$ cat src/rtl/rc_servo_frame_scheduler_if.sv
// Position request and servo pin bundle for rc_servo_frame_scheduler.
// The scheduler uses the slave modport; the position source uses master.
interface rc_servo_frame_scheduler_if #(
    parameter int POS_W = 10
);
    logic             ena;
    logic [POS_W-1:0] pos_x_i;
    logic             pos_x_valid_i;
    logic             pos_x_ready_o;
    logic [POS_W-1:0] pos_y_i;
    logic             pos_y_valid_i;
    logic             pos_y_ready_o;
    logic             pwm_x_o;
    logic             pwm_y_o;
    logic             frame_start_o;

    modport slave (
        input  ena, pos_x_i, pos_x_valid_i, pos_y_i, pos_y_valid_i,
        output pos_x_ready_o, pos_y_ready_o, pwm_x_o, pwm_y_o, frame_start_o
    );

    modport master (
        output ena, pos_x_i, pos_x_valid_i, pos_y_i, pos_y_valid_i,
        input  pos_x_ready_o, pos_y_ready_o, pwm_x_o, pwm_y_o, frame_start_o
    );
endinterface

$ cat src/rtl/rc_servo_frame_scheduler.sv
// Two-channel RC-servo frame scheduler: X pulse, gap, Y pulse, rest, per frame.
// Define SERVO_SLEW_LIMIT_EN to limit the per-frame width change to SLEW_US.
module rc_servo_frame_scheduler #(
    parameter int TICK_DIV = 10,
    parameter int FRAME_US = 20000,
    parameter int MIN_US   = 1000,
    parameter int MAX_US   = 2000,
    parameter int GAP_US   = 10,
    parameter int POS_W    = 10,
    parameter int SLEW_US  = 20
) (
    input  logic                           clk,
    input  logic                           rst_n,
    rc_servo_frame_scheduler_if.slave      bus
);

    localparam int SPAN_US   = MAX_US - MIN_US;
    localparam int CENTRE_US = MIN_US + SPAN_US / 2;
    localparam int US_W      = $clog2(FRAME_US + 1);
    localparam int TICK_W    = (TICK_DIV > 1) ? $clog2(TICK_DIV) : 1;

    typedef logic [US_W-1:0] us_t;

    typedef enum logic [2:0] {
        ST_IDLE,
        ST_PULSE_X,
        ST_GAP,
        ST_PULSE_Y,
        ST_REST
    } state_t;

    state_t            state_q;
    logic [TICK_W-1:0] tick_q;
    us_t               us_q;
    logic              pwm_x_q;
    logic              pwm_y_q;
    logic              frame_start_q;

    logic [1:0][POS_W-1:0] pos_w;
    logic [1:0]            valid_w;
    logic [1:0]            ready_w;
    logic [1:0][US_W-1:0]  active_w;

    logic tick_wrap;
    logic frame_end;
    logic frame_go;
    us_t  us_inc;
    us_t  y_start;
    us_t  y_end;

    assign pos_w[0]   = bus.pos_x_i;
    assign pos_w[1]   = bus.pos_y_i;
    assign valid_w[0] = bus.pos_x_valid_i;
    assign valid_w[1] = bus.pos_y_valid_i;

    assign bus.pos_x_ready_o = ready_w[0];
    assign bus.pos_y_ready_o = ready_w[1];
    assign bus.pwm_x_o       = pwm_x_q;
    assign bus.pwm_y_o       = pwm_y_q;
    assign bus.frame_start_o = frame_start_q;

    // A new frame begins on the first enabled clock or when the last tick of
    // the last microsecond of the current frame completes.
    assign tick_wrap = (tick_q == TICK_W'(TICK_DIV - 1));
    assign frame_end = tick_wrap && (us_q == US_W'(FRAME_US - 1));
    assign frame_go  = bus.ena && ((state_q == ST_IDLE) || frame_end);
    assign us_inc    = us_q + US_W'(1);
    assign y_start   = active_w[0] + US_W'(GAP_US);
    assign y_end     = y_start + active_w[1];

    // Elaborates only for an unusable parameter set; it carries no logic.
    if ((TICK_DIV < 1) || (GAP_US < 1) || (SLEW_US < 0) ||
        (FRAME_US <= 2 * MAX_US + GAP_US)) begin : g_illegal_cfg
    end

    genvar gi;
    for (gi = 0; gi < 2; gi++) begin : g_chan
        us_t  shadow_q;
        us_t  target_q;
        us_t  active_q;
        logic pending_q;
        logic xfer;
        us_t  code_us;
        us_t  target_eff;
        us_t  active_nxt;

        assign xfer       = valid_w[gi] && !pending_q;
        assign code_us    = (32'(pos_w[gi]) > 32'(SPAN_US)) ? US_W'(MAX_US)
                                                            : US_W'(MIN_US) + US_W'(pos_w[gi]);
        assign target_eff = pending_q ? shadow_q : target_q;

`ifdef SERVO_SLEW_LIMIT_EN
        always_comb begin
            active_nxt = target_eff;
            if (target_eff > active_q + US_W'(SLEW_US)) begin
                active_nxt = active_q + US_W'(SLEW_US);
            end else if (target_eff + US_W'(SLEW_US) < active_q) begin
                active_nxt = active_q - US_W'(SLEW_US);
            end
        end
`else
        assign active_nxt = target_eff;
`endif

        // A transfer coinciding with a frame start is kept pending for the
        // following frame; the frame start only consumes an older request.
        always_ff @(posedge clk or negedge rst_n) begin
            if (!rst_n) begin
                shadow_q  <= US_W'(CENTRE_US);
                target_q  <= US_W'(CENTRE_US);
                active_q  <= US_W'(CENTRE_US);
                pending_q <= 1'b0;
            end else begin
                if (frame_go) begin
                    target_q <= target_eff;
                    active_q <= active_nxt;
                end
                if (xfer) begin
                    shadow_q  <= code_us;
                    pending_q <= 1'b1;
                end else if (frame_go) begin
                    pending_q <= 1'b0;
                end
            end
        end

        assign ready_w[gi]  = !pending_q;
        assign active_w[gi] = active_q;
    end

    always_ff @(posedge clk or negedge rst_n) begin
        if (!rst_n) begin
            state_q       <= ST_IDLE;
            tick_q        <= '0;
            us_q          <= '0;
            pwm_x_q       <= 1'b0;
            pwm_y_q       <= 1'b0;
            frame_start_q <= 1'b0;
        end else if (!bus.ena) begin
            state_q       <= ST_IDLE;
            tick_q        <= '0;
            us_q          <= '0;
            pwm_x_q       <= 1'b0;
            pwm_y_q       <= 1'b0;
            frame_start_q <= 1'b0;
        end else if (frame_go) begin
            state_q       <= ST_PULSE_X;
            tick_q        <= '0;
            us_q          <= '0;
            pwm_x_q       <= 1'b1;
            pwm_y_q       <= 1'b0;
            frame_start_q <= 1'b1;
        end else begin
            frame_start_q <= 1'b0;
            tick_q        <= tick_wrap ? '0 : tick_q + TICK_W'(1);
            if (tick_wrap) begin
                us_q <= us_inc;
                // Phase edges fall on microsecond boundaries of the frame.
                case (state_q)
                    ST_PULSE_X: begin
                        if (us_inc == active_w[0]) begin
                            state_q <= ST_GAP;
                            pwm_x_q <= 1'b0;
                        end
                    end
                    ST_GAP: begin
                        if (us_inc == y_start) begin
                            state_q <= ST_PULSE_Y;
                            pwm_y_q <= 1'b1;
                        end
                    end
                    ST_PULSE_Y: begin
                        if (us_inc == y_end) begin
                            state_q <= ST_REST;
                            pwm_y_q <= 1'b0;
                        end
                    end
                    default: begin
                    end
                endcase
            end
        end
    end

endmodule
$ cat src/flat_wrapper.sv
// flat-port wrapper written by rule: the top's interface ports become plain ports
module rc_servo_frame_scheduler_flat 
#(
    parameter int TICK_DIV = 10,
    parameter int FRAME_US = 20000,
    parameter int MIN_US   = 1000,
    parameter int MAX_US   = 2000,
    parameter int GAP_US   = 10,
    parameter int POS_W    = 10,
    parameter int SLEW_US  = 20
)
  (clk, rst_n, bus_ena, bus_pos_x_i, bus_pos_x_valid_i, bus_pos_y_i, bus_pos_y_valid_i, bus_pos_x_ready_o, bus_pos_y_ready_o, bus_pwm_x_o, bus_pwm_y_o, bus_frame_start_o);
  rc_servo_frame_scheduler_if #(.POS_W(POS_W)) bus_i ();
  input  logic clk;
  input  logic rst_n;
  input wire logic [$bits(bus_i.ena)-1:0] bus_ena;
  input wire logic [$bits(bus_i.pos_x_i)-1:0] bus_pos_x_i;
  input wire logic [$bits(bus_i.pos_x_valid_i)-1:0] bus_pos_x_valid_i;
  input wire logic [$bits(bus_i.pos_y_i)-1:0] bus_pos_y_i;
  input wire logic [$bits(bus_i.pos_y_valid_i)-1:0] bus_pos_y_valid_i;
  output wire logic [$bits(bus_i.pos_x_ready_o)-1:0] bus_pos_x_ready_o;
  output wire logic [$bits(bus_i.pos_y_ready_o)-1:0] bus_pos_y_ready_o;
  output wire logic [$bits(bus_i.pwm_x_o)-1:0] bus_pwm_x_o;
  output wire logic [$bits(bus_i.pwm_y_o)-1:0] bus_pwm_y_o;
  output wire logic [$bits(bus_i.frame_start_o)-1:0] bus_frame_start_o;
  assign bus_i.ena = bus_ena;
  assign bus_i.pos_x_i = bus_pos_x_i;
  assign bus_i.pos_x_valid_i = bus_pos_x_valid_i;
  assign bus_i.pos_y_i = bus_pos_y_i;
  assign bus_i.pos_y_valid_i = bus_pos_y_valid_i;
  assign bus_pos_x_ready_o = bus_i.pos_x_ready_o;
  assign bus_pos_y_ready_o = bus_i.pos_y_ready_o;
  assign bus_pwm_x_o = bus_i.pwm_x_o;
  assign bus_pwm_y_o = bus_i.pwm_y_o;
  assign bus_frame_start_o = bus_i.frame_start_o;
  rc_servo_frame_scheduler #(.TICK_DIV(TICK_DIV), .FRAME_US(FRAME_US), .MIN_US(MIN_US), .MAX_US(MAX_US), .GAP_US(GAP_US), .POS_W(POS_W), .SLEW_US(SLEW_US)) u_core (.clk(clk), .rst_n(rst_n), .bus(bus_i));
endmodule
$ cat config.mk
export PLATFORM = sky130hd
export DESIGN_NAME = rc_servo_frame_scheduler_flat
export DESIGN_NICKNAME = d
export VERILOG_FILES = /design/src/rtl/rc_servo_frame_scheduler_if.sv /design/src/rtl/rc_servo_frame_scheduler.sv /design/src/flat_wrapper.sv
export SDC_FILE = /design/constraint.sdc
export NUM_CORES = 1
export LEC_CHECK = 0
export CAP_MARGIN = 20
export CORE_UTILIZATION = 55
export CTS_BUF_LIST = sky130_fd_sc_hd__clkbuf_4 sky130_fd_sc_hd__clkbuf_8
export CTS_CLUSTER_SIZE = 12
export DETAILED_ROUTE_END_ITERATION = 6
export PLACE_DENSITY = 0.76
export SKIP_LAST_GASP = 1
export SLEW_MARGIN = 20
export SYNTH_ARGS = -nofsm -noshare
export SYNTH_HDL_FRONTEND = slang
export SYNTH_SLANG_ARGS = --single-unit
export TNS_END_PERCENT = 20
$ cat constraint.sdc
create_clock -name clk -period 3.19 [get_ports clk]
set_input_delay 0.957 -clock clk [delete_from_list [all_inputs] [get_ports clk]]
set_output_delay 0.957 -clock clk [all_outputs]
set_load 0.005 [all_outputs]
== Word-level counts from Yosys, hierarchy flattened ==
Index checks and enable logic that the tools add are counted.

* Output and inout bits: 5
* Logic and storage cells: 82
* Register bits: 87

* Eq/ne operators: 16
* Reduce and logical (&&, ||, !) cells: 15
* Add/subtract/negate cells: 6
* Order comparisons: 2
* Muxes and demuxes: 31

{| class="wikitable"
|+ Operators by type and width
! operator !! number
|-
| $mux W15 || 5
|-
| $eq A15 B15 Y1 || 3
|-
| $add A10 B10 Y11 const A || 2
|-
| $gt A10 B10 Y1 const B || 2
|-
| $mux W3 || 6
|-
| $add A15 B1 Y15 const B || 1
|-
| $add A15 B15 Y15 || 1
|-
| $add A15 B4 Y15 const B || 1
|-
| $eq A15 B15 Y1 const B || 1
|-
| $mux W1 || 15
|-
| $mux W4 || 3
|-
| $ne A4 B2 Y1 const B || 3
|-
| $ne A3 B1 Y1 const B || 3
|-
| $pmux W3 S3 || 1
|-
| $eq A3 B2 Y1 const B || 2
|-
| $ne A5 B1 Y1 const B || 1
|-
| $reduce_and A5 Y1 || 1
|-
| $add A4 B1 Y4 const B || 1
|-
| $eq A4 B4 Y1 const B || 1
|-
| $logic_and A1 B1 Y1 || 4
|-
| $ne A4 B1 Y1 const B || 1
|-
| $reduce_and A2 Y1 || 2
|-
| $reduce_and A4 Y1 || 1
|-
| $reduce_bool A2 Y1 || 2
|-
| 6 further kinds || 7
|}

== Logic depth before layout (Yosys ltp) ==
* Word-level depth: 8
* Gate-level depth with buffers: 13
* Gate-level depth less buffers: 13

== Least setup slack after synthesis ==
OpenSTA, ideal clock, no wires.

* Path type: flip-flop to flip-flop
* From: reg u_core.g_chan[0].active_q[2]
* To: reg u_core.pwm_y_q, in the netlist u_core.bus.pwm_y_o
* Setup slack: -0.118 ns
* Required time: 3.064 ns
* Stages on the path, launching flop included: 14
* Library setup time: 0.126 ns
* Data arrival time: 3.182 ns
* Cells stage by stage: dfstp_2 ha_1 o21ai_0 xnor2_1 ha_1 and3_1 a211oi_1 a211oi_1 o21ai_0 o2111a_1 nand4_1 nor4_1 o21ai_1 a221o_1

* Longest elaborated chain between the ends: 5

{| class="wikitable"
|+ RTL lines
! element !! line !! RTL
|-
| start: declaration || rc_servo_frame_scheduler.sv:80 || <nowiki>us_t active_q;</nowiki>
|-
| start signal: assignment || rc_servo_frame_scheduler.sv:111 || <nowiki>active_q <= US_W'(CENTRE_US);</nowiki>
|-
| start signal: assignment || rc_servo_frame_scheduler.sv:116 || <nowiki>active_q <= active_nxt;</nowiki>
|-
| $add A15 B4 Y15 * || rc_servo_frame_scheduler.sv:68 || <nowiki>assign y_start = active_w[0] + US_W'(GAP_US);</nowiki>
|-
| $add A15 B15 Y15 || rc_servo_frame_scheduler.sv:69 || <nowiki>assign y_end = y_start + active_w[1];</nowiki>
|-
| $eq A15 B15 Y1 || rc_servo_frame_scheduler.sv:173 || <nowiki>if (us_inc == y_end) begin</nowiki>
|-
| $ne A4 B2 Y1 (no line) || -- ||
|-
| $reduce_and A4 Y1 (no line) * || -- ||
|-
| end signal: assignment || rc_servo_frame_scheduler.sv:151 || <nowiki>pwm_y_q <= 1'b0;</nowiki>
|-
| end signal: assignment || rc_servo_frame_scheduler.sv:169 || <nowiki>pwm_y_q <= 1'b1;</nowiki>
|-
| end signal: assignment || rc_servo_frame_scheduler.sv:175 || <nowiki>pwm_y_q <= 1'b0;</nowiki>
|-
| end: declaration || rc_servo_frame_scheduler.sv:36 || <nowiki>logic pwm_y_q;</nowiki>
|}

Every way passes the cells marked *; elsewhere a longest branch is shown, timed or not.
A chain may end at the register's enable or synchronous reset.

== Final worst setup path ==
Same ends and word-level chain as after synthesis.

==> flow_summary.yaml <==
worst_setup_path:
  crit_fanout: 4
  required_ns: 3.44
  cp.arrival_ns: 3.57
  critPathLaunchType: "register"
  crit_type: "reg2reg"
  worstSetupEndpointType: "register"
synth:
  syn_inst: 470
  muxShareOfSynthArea_pct: 5.551
  syn_area_sq_mm: 0.004643
  synth_fa_ha_area_share_pct: 6.629
  yosysTopAreaCell: "dfrtp_1"
  ys_types: 58
  yosys.area_share.simple_pct: 17.97
  ys_seq_elements: 71
  ys_warn_count: 0
  yosysMostFrequentCell: "nor2_1"
  synth_top_family_by_area: "simple AND/OR/NAND/NOR gates"
  ys_seq_area_share_pct: 39.02
  yosysTopAreaCellShare_pct: 23.17
  yosys-top-cells-count: "52 x nor2_1, 51 x xnor2_1, 43 x dfrtp_1"
  syn_nets: 519
  synth_edf_count: 0
  syn_avg_cell_area_sq_um: 9.879
  synthTopCellsByArea: "dfrtp_1 23%, dfstp_2 16%, xnor2_1 9.6%"
  synth_compound_area_share_pct: 11.56
  synthFlopType: "dfrtp_1"
  async_reset_ff_share_pct: 100.0
  synth_xor_area_share_pct: 17.14
clock_network:
  cts_num_sinks: 71
  holdBufCountCts: 0
  clk_path_buf_depth: 2
  h-tree-depth: 3
  root_buffer: "clkbuf_8"
  cts-buffers-inserted: 9
  clk_latency_ns: 0.36
  cts.clk_slew.worst_paths_ns: 0.09
  cts_tree: "built"
finish:
  final_util_pct: 71.00
  layoutNonFillerInstCount: 657
  drive_gt1_share_pct: 27.54
  nNetsFinal: 596
  diodes: 0
  area_growth_pct: 25.01
power_and_ir_drop:
  leakagePower_nw: 2.403
  p_sw_mw: 2.227
  powerDensity_mw_per_mm2: 1005
  power_frac_clock_pct: 15.3
  p_comb_share_pct: 58.0
  internal_power_mw: 3.605
  pwr-share-seq_pct: 26.7
  worst_ir_drop_vdd_v: 0.0005931
  sw_frac_of_total_pct: 38.19
grt:
  grt_pass1_vias: 3887
  grt_overflow: 0
  antenna_found_initial: 0
  grt_first_pass_wirelength_um: 18490
  grt_max_degree: 72
  grt_use_total_pct: 27.31
  top_usage_layer: "met2"
  grt_util_met1_pct: 34.18
  grt_use_met2_pct: 47.02
  use_met3_pct: 5.340
sta:
  finalHoldViolations: 0
  worstMarginPinSlew_ns: 0.5464
  rsz0062_at_grt: "yes"
  drv_slew: 0
  setup_ws_ns: -0.1282
  tns_ns: -0.3579
  finalCritPeriodShare_pct: 104.0
  skew_ns: 0.01286
  fmax_ghz: 0.3014
  fin_crit_ns: 3.318
  maxSlewHeadroom_pct: 63.49
  setup_viol: 4
placed_design:
  placed_cells: 634
  port_buffers: 29
  pre_cts_slack_ns: -0.1096
  dpl.hpwl_um: 8121
  globalplace.congestion: 0.9235
drt:
  drt_iter0_drc: 245
  antenna_left: 0
  drc: 0
  finalWirelength_um: 11280
  vias_per_cell: 5.893
  detail_route.wl_per_cell_um: 17.17
  via_count: 3872
  drt_first_pass_iters: 4
die:
  core_area_sq_mm: 0.008175
  die_area_sq_mm: 0.008813
  die_w_um: 93.88
  io_pins: 30
  rows: 33
  die_y_um: 93.88
  initial_core_util_pct: 56.80
outcome:
  violations: "negative setup slack"
  status: "finished, violations left"
worst_hold_path:
  min_path_type: "reg2reg"
run:
  drv_cap: 0
-- cell usage in the layout (no fill, tap or decap), types with 3 or more instances in the layout --
cell	synthesis	routed
a211oi_1	5	3
o21ai_1	3	6
mux2_2	22	22
dfstp_2	28	28
bufinv_16	0	3
nor4_1	8	7
nand3_1	12	12
a21o_1	3	3
and3_1	6	5
a22o_1	7	7
ha_1	23	20
clkdlybuf4s50_1	0	28
o21ai_0	13	8
inv_1	10	10
nor3_2	3	5
nand4_1	7	7
ha_4	0	3
or3_1	8	8
xnor2_1	51	47
buf_4	0	50
clkbuf_8	0	9
nor2_1	52	52
a21oi_1	23	20
nand2_2	0	3
xnor2_2	0	4
xnor3_1	5	5
nor3_1	9	7
xor2_1	27	27
nor2b_1	4	4
o21a_1	5	5
dfrtp_1	43	42
nand2_1	39	36
-- timing repair --
item / CTS / global route
gates resized for setup: 19 / 12
gates cloned: 0 / 0
setup endpoints to repair: 4 / 4
pin swaps: 16 / 14
setup buffers: 5 / 2
hold endpoints to repair: 0 / 0
-- cells by family (layout without fill, tap and decap cells) --
logic type / Yosys count / after routing
xor gates and xnor gates: 83 / 83
adders and majority gates: 24 / 24
muxes: 23 / 23
and+or+nand+nor: 164 / 164
AOI/OAI and AO/OA: 80 / 80
DFF: 71 / 71
buffers and inverters: 25 / 107
-- final timing paths --
path | depth (start not counted) | to | startpoint | slack (ns)
setup / recovery | 13 | u_core.bus.pwm_y_o$_DFFE_PN0P_ | u_core.g_chan[0].active_q[2]$_DFFE_PN1P_ | -0.13
hold / removal | 2 | u_core.g_chan[1].shadow_q[3]$_DFFE_PN1P_ | u_core.g_chan[1].shadow_q[3]$_DFFE_PN1P_ | 0.48
setup reg to reg | 13 | u_core.bus.pwm_y_o$_DFFE_PN0P_ | u_core.g_chan[0].active_q[2]$_DFFE_PN1P_ | -0.13
hold reg to reg | 2 | u_core.g_chan[1].shadow_q[3]$_DFFE_PN1P_ | u_core.g_chan[1].shadow_q[3]$_DFFE_PN1P_ | 0.48
max in group asynchronous | 2 | u_core.g_chan[0].shadow_q[7]$_DFFE_PN1P_ | rst_n | 2.22
min in group asynchronous | 2 | u_core.g_chan[1].shadow_q[9]$_DFFE_PN0P_ | rst_n | 0.59
-- state kept, by name, summed over array words and instances (netlist names), 2 cells and up --
| name | flops |
|---|---|
| u_core.g_chan.shadow_q | 22 |
| u_core.us_q | 15 |
| u_core.g_chan.active_q | 11 |
| u_core.g_chan.target_q | 11 |
| u_core.tick_q | 4 |
| u_core.state_q | 3 |
| u_core.g_chan.pending_q | 2 |
-- area by class of cell --
| cell class | count | area (sq um) |
|---|---|---|
| clock buffer | 9 | 123.9 |
| clock inverter | 7 | 120.1 |
| fill | 583 | 2371 |
| inverter | 10 | 37.54 |
| multi-input combinational | 374 | 2887 |
| sequential | 71 | 1813 |
| tap | 105 | 131.4 |
| timing repair buffer | 81 | 691.9 |
-- metrics by stage --
stage                     hold WS [ns]  cell area (sq um)  power (mW)
after global routing            0.4960               5804       6.211
after global placement          0.4675               5360       4.338
after CTS                       0.4794               5739       5.622
after floorplan                 0.4460               4654       3.382
after detailed placement        0.4691               5360       4.453
final                           0.4787               5804       5.833
-- power by group through the flow --
stage / logic (mW) / clock network, mW / registers [mW]
after CTS: 3.16 / 0.901 / 1.56
after detailed placement: 2.91 / 0 / 1.55
after floorplan: 1.91 / 0 / 1.47
final: 3.38 / 0.893 / 1.56
after global routing: 3.67 / 0.944 / 1.60
after global placement: 2.80 / 0 / 1.53
-- critical path, cell delays in order (launching register included) --
cell and delay, ns:
dfstp_2 0.56, buf_6 0.12, a21oi_4 0.08, xnor2_2 0.16, ha_1 0.34, buf_4 0.16
buf_4 0.13, xnor2_1 0.19, xnor2_1 0.10, nor4_1 0.42, nand4_1 0.17, nor4_2 0.36
o21ai_2 0.11, a221o_1 0.31
-- metal layers --
metal  up-vias  share of wire (%)  routed length (um)
met5         -                  0                   0
met4         0                2.2                 253
met3        29                4.0                 455
met2        88                 51                5799
met1      1935                 42                4774
li1       1820                  -                   -
(Power assumes the default switching activity.)
==> RTL change (config.mk and constraints unchanged) <==
`FRAME_US` is set to 20000 in 2 places; all go to 5000.
--- a/src/rtl/rc_servo_frame_scheduler.sv
+++ b/src/rtl/rc_servo_frame_scheduler.sv
@@ -3,5 +3,5 @@
 module rc_servo_frame_scheduler #(
     parameter int TICK_DIV = 10,
-    parameter int FRAME_US = 20000,
+    parameter int FRAME_US = 5000,
     parameter int MIN_US   = 1000,
     parameter int MAX_US   = 2000,
--- a/src/flat_wrapper.sv
+++ b/src/flat_wrapper.sv
@@ -3,5 +3,5 @@
 #(
     parameter int TICK_DIV = 10,
-    parameter int FRAME_US = 20000,
+    parameter int FRAME_US = 5000,
     parameter int MIN_US   = 1000,
     parameter int MAX_US   = 2000,
Check against the original RTL: no difference found for any inputs over 10 cycles, from zero or initial values and one cycle with rst_n low; that may be too few to reach the edited logic, so the function may still have changed.
==> RTL change against the original RTL <==
Cell area fell by 6.6%; clock power down 17%; final cell count shrank 5.6%; worst hold slack better by 0.022 ns; combinational power decreased by 15%; sequential cell count decreased by 2; area after synthesis down 2.1%; routed wire length fell by 8.4%; worst setup slack better by 0.25 ns; total power is 12% lower.
==> RTL change: results (changes against the original RTL) <==
Slew headroom 56.8% (-6.7 points); largest net degree at the start of global routing 70 (-2.8%); Seq/Total Area, Yosys 38.7% (-0.27 points); R2R cell count 15 (+2); via density per instance 5.68 (-3.7%); Syn Area/Cell 9.78 um2 (-1.0%); placed cell area 5010 um2 (-6.5%); Max VDD drop 0.492 mV (-17%); Post-Place Worst Slack -0.0343 ns (+0.0753 ns); worst clock skew 0.0117 ns (-0.00118 ns); Syn Nets 514 (-0.96%); DR vias 3520 (-9.1%); hold slack 0.501 ns (+0.0219 ns); GRT Util Overall 26.0% (-1.3 points); post-DP HPWL 7590 um (-6.5%); post-synthesis mux area share 6.14% (+0.59 points); Synth cell types 57 (-1.7%); xor and xnor area share after synthesis 17.2% (+0.060 points); first-pass GRT wire length 17100 um (-7.4%); fraction of layout instances using a drive strength above 1 25.3% (-2.2 points); crit path DAT 3.32 ns (-0.25 ns); DR WL/cell 16.7 um (-3.0%); top flop regs u_core.g_chan.shadow_q (22), u_core.us_q (13); DR WL met3 539 um (+18%); top area cells in the synthesized netlist dfrtp_1, dfstp_2, xnor2_1; compound-cell area share of the yosys netlist 10.1% (-1.5 points); Inst Count DP 598 (-5.7%); DR pass1 iterations 7 (+3); status complete, no violations; Peak Freq 325 MHz (+8.0%)
-- RTL change: cell count changes after synthesis, sizes merged, moves of 5 or more --
| cell | unedited run | this run |
|---|---|---|
| inv | 10 | 15 |
| clkbuf | 11 | 4 |
| xor2 | 27 | 33 |
| o21ai | 16 | 11 |
| nand4 | 8 | 3 |
| buf | 4 | 10 |
-- RTL change: power by group --
group	total (mW)	internal (mW)	switching, mW	leakage (nW)
sequential	1.56	1.27	0.293	0.826
combinational	2.86	1.47	1.39	1.22
clock	0.738	0.376	0.362	0.0969
total	5.16	3.11	2.05	2.14
-- RTL change: per-stage QoR --
stage | TNS, ns | total power, mW
final | 0 | 5.16
after CTS | 0 | 4.81
after floorplan | 0 | 3.37
after detailed placement | -0.0823 | 4.01
after global placement | 0 | 3.93
after global routing | -0.250 | 5.53
-- RTL change: area by class of cell --
| class | count | area, um2 |
|---|---|---|
| inverters | 15 | 56.3 |
| well taps | 102 | 128 |
| flip-flops and latches | 69 | 1760 |
| fillers | 618 | 2430 |
| clock inverters | 6 | 71.3 |
| clock buffers | 10 | 131 |
| repair buffers | 51 | 467 |
| multi-input cells | 367 | 2810 |
-- RTL change: critical path, cell delays in order (launching register included) --
cell	delay, ns
dfstp_2	0.61
ha_4	0.19
o2111ai_4	0.12
nor2_2	0.14
xor2_2	0.19
ha_1	0.27
a21o_1	0.22
a21oi_2	0.14
xnor2_1	0.15
xnor2_1	0.14
nor3_1	0.06
o2111a_1	0.26
a21bo_2	0.24
buf_4	0.14
nand2_1	0.05
a21oi_1	0.06
-- RTL change: timing repair --
action / in CTS / in global routing
pin swaps: 1 / 16
hold buffers: 0 / 0
gates resized for setup: 3 / 27
setup endpoints to repair: 3 / 4
setup buffers: 1 / 5
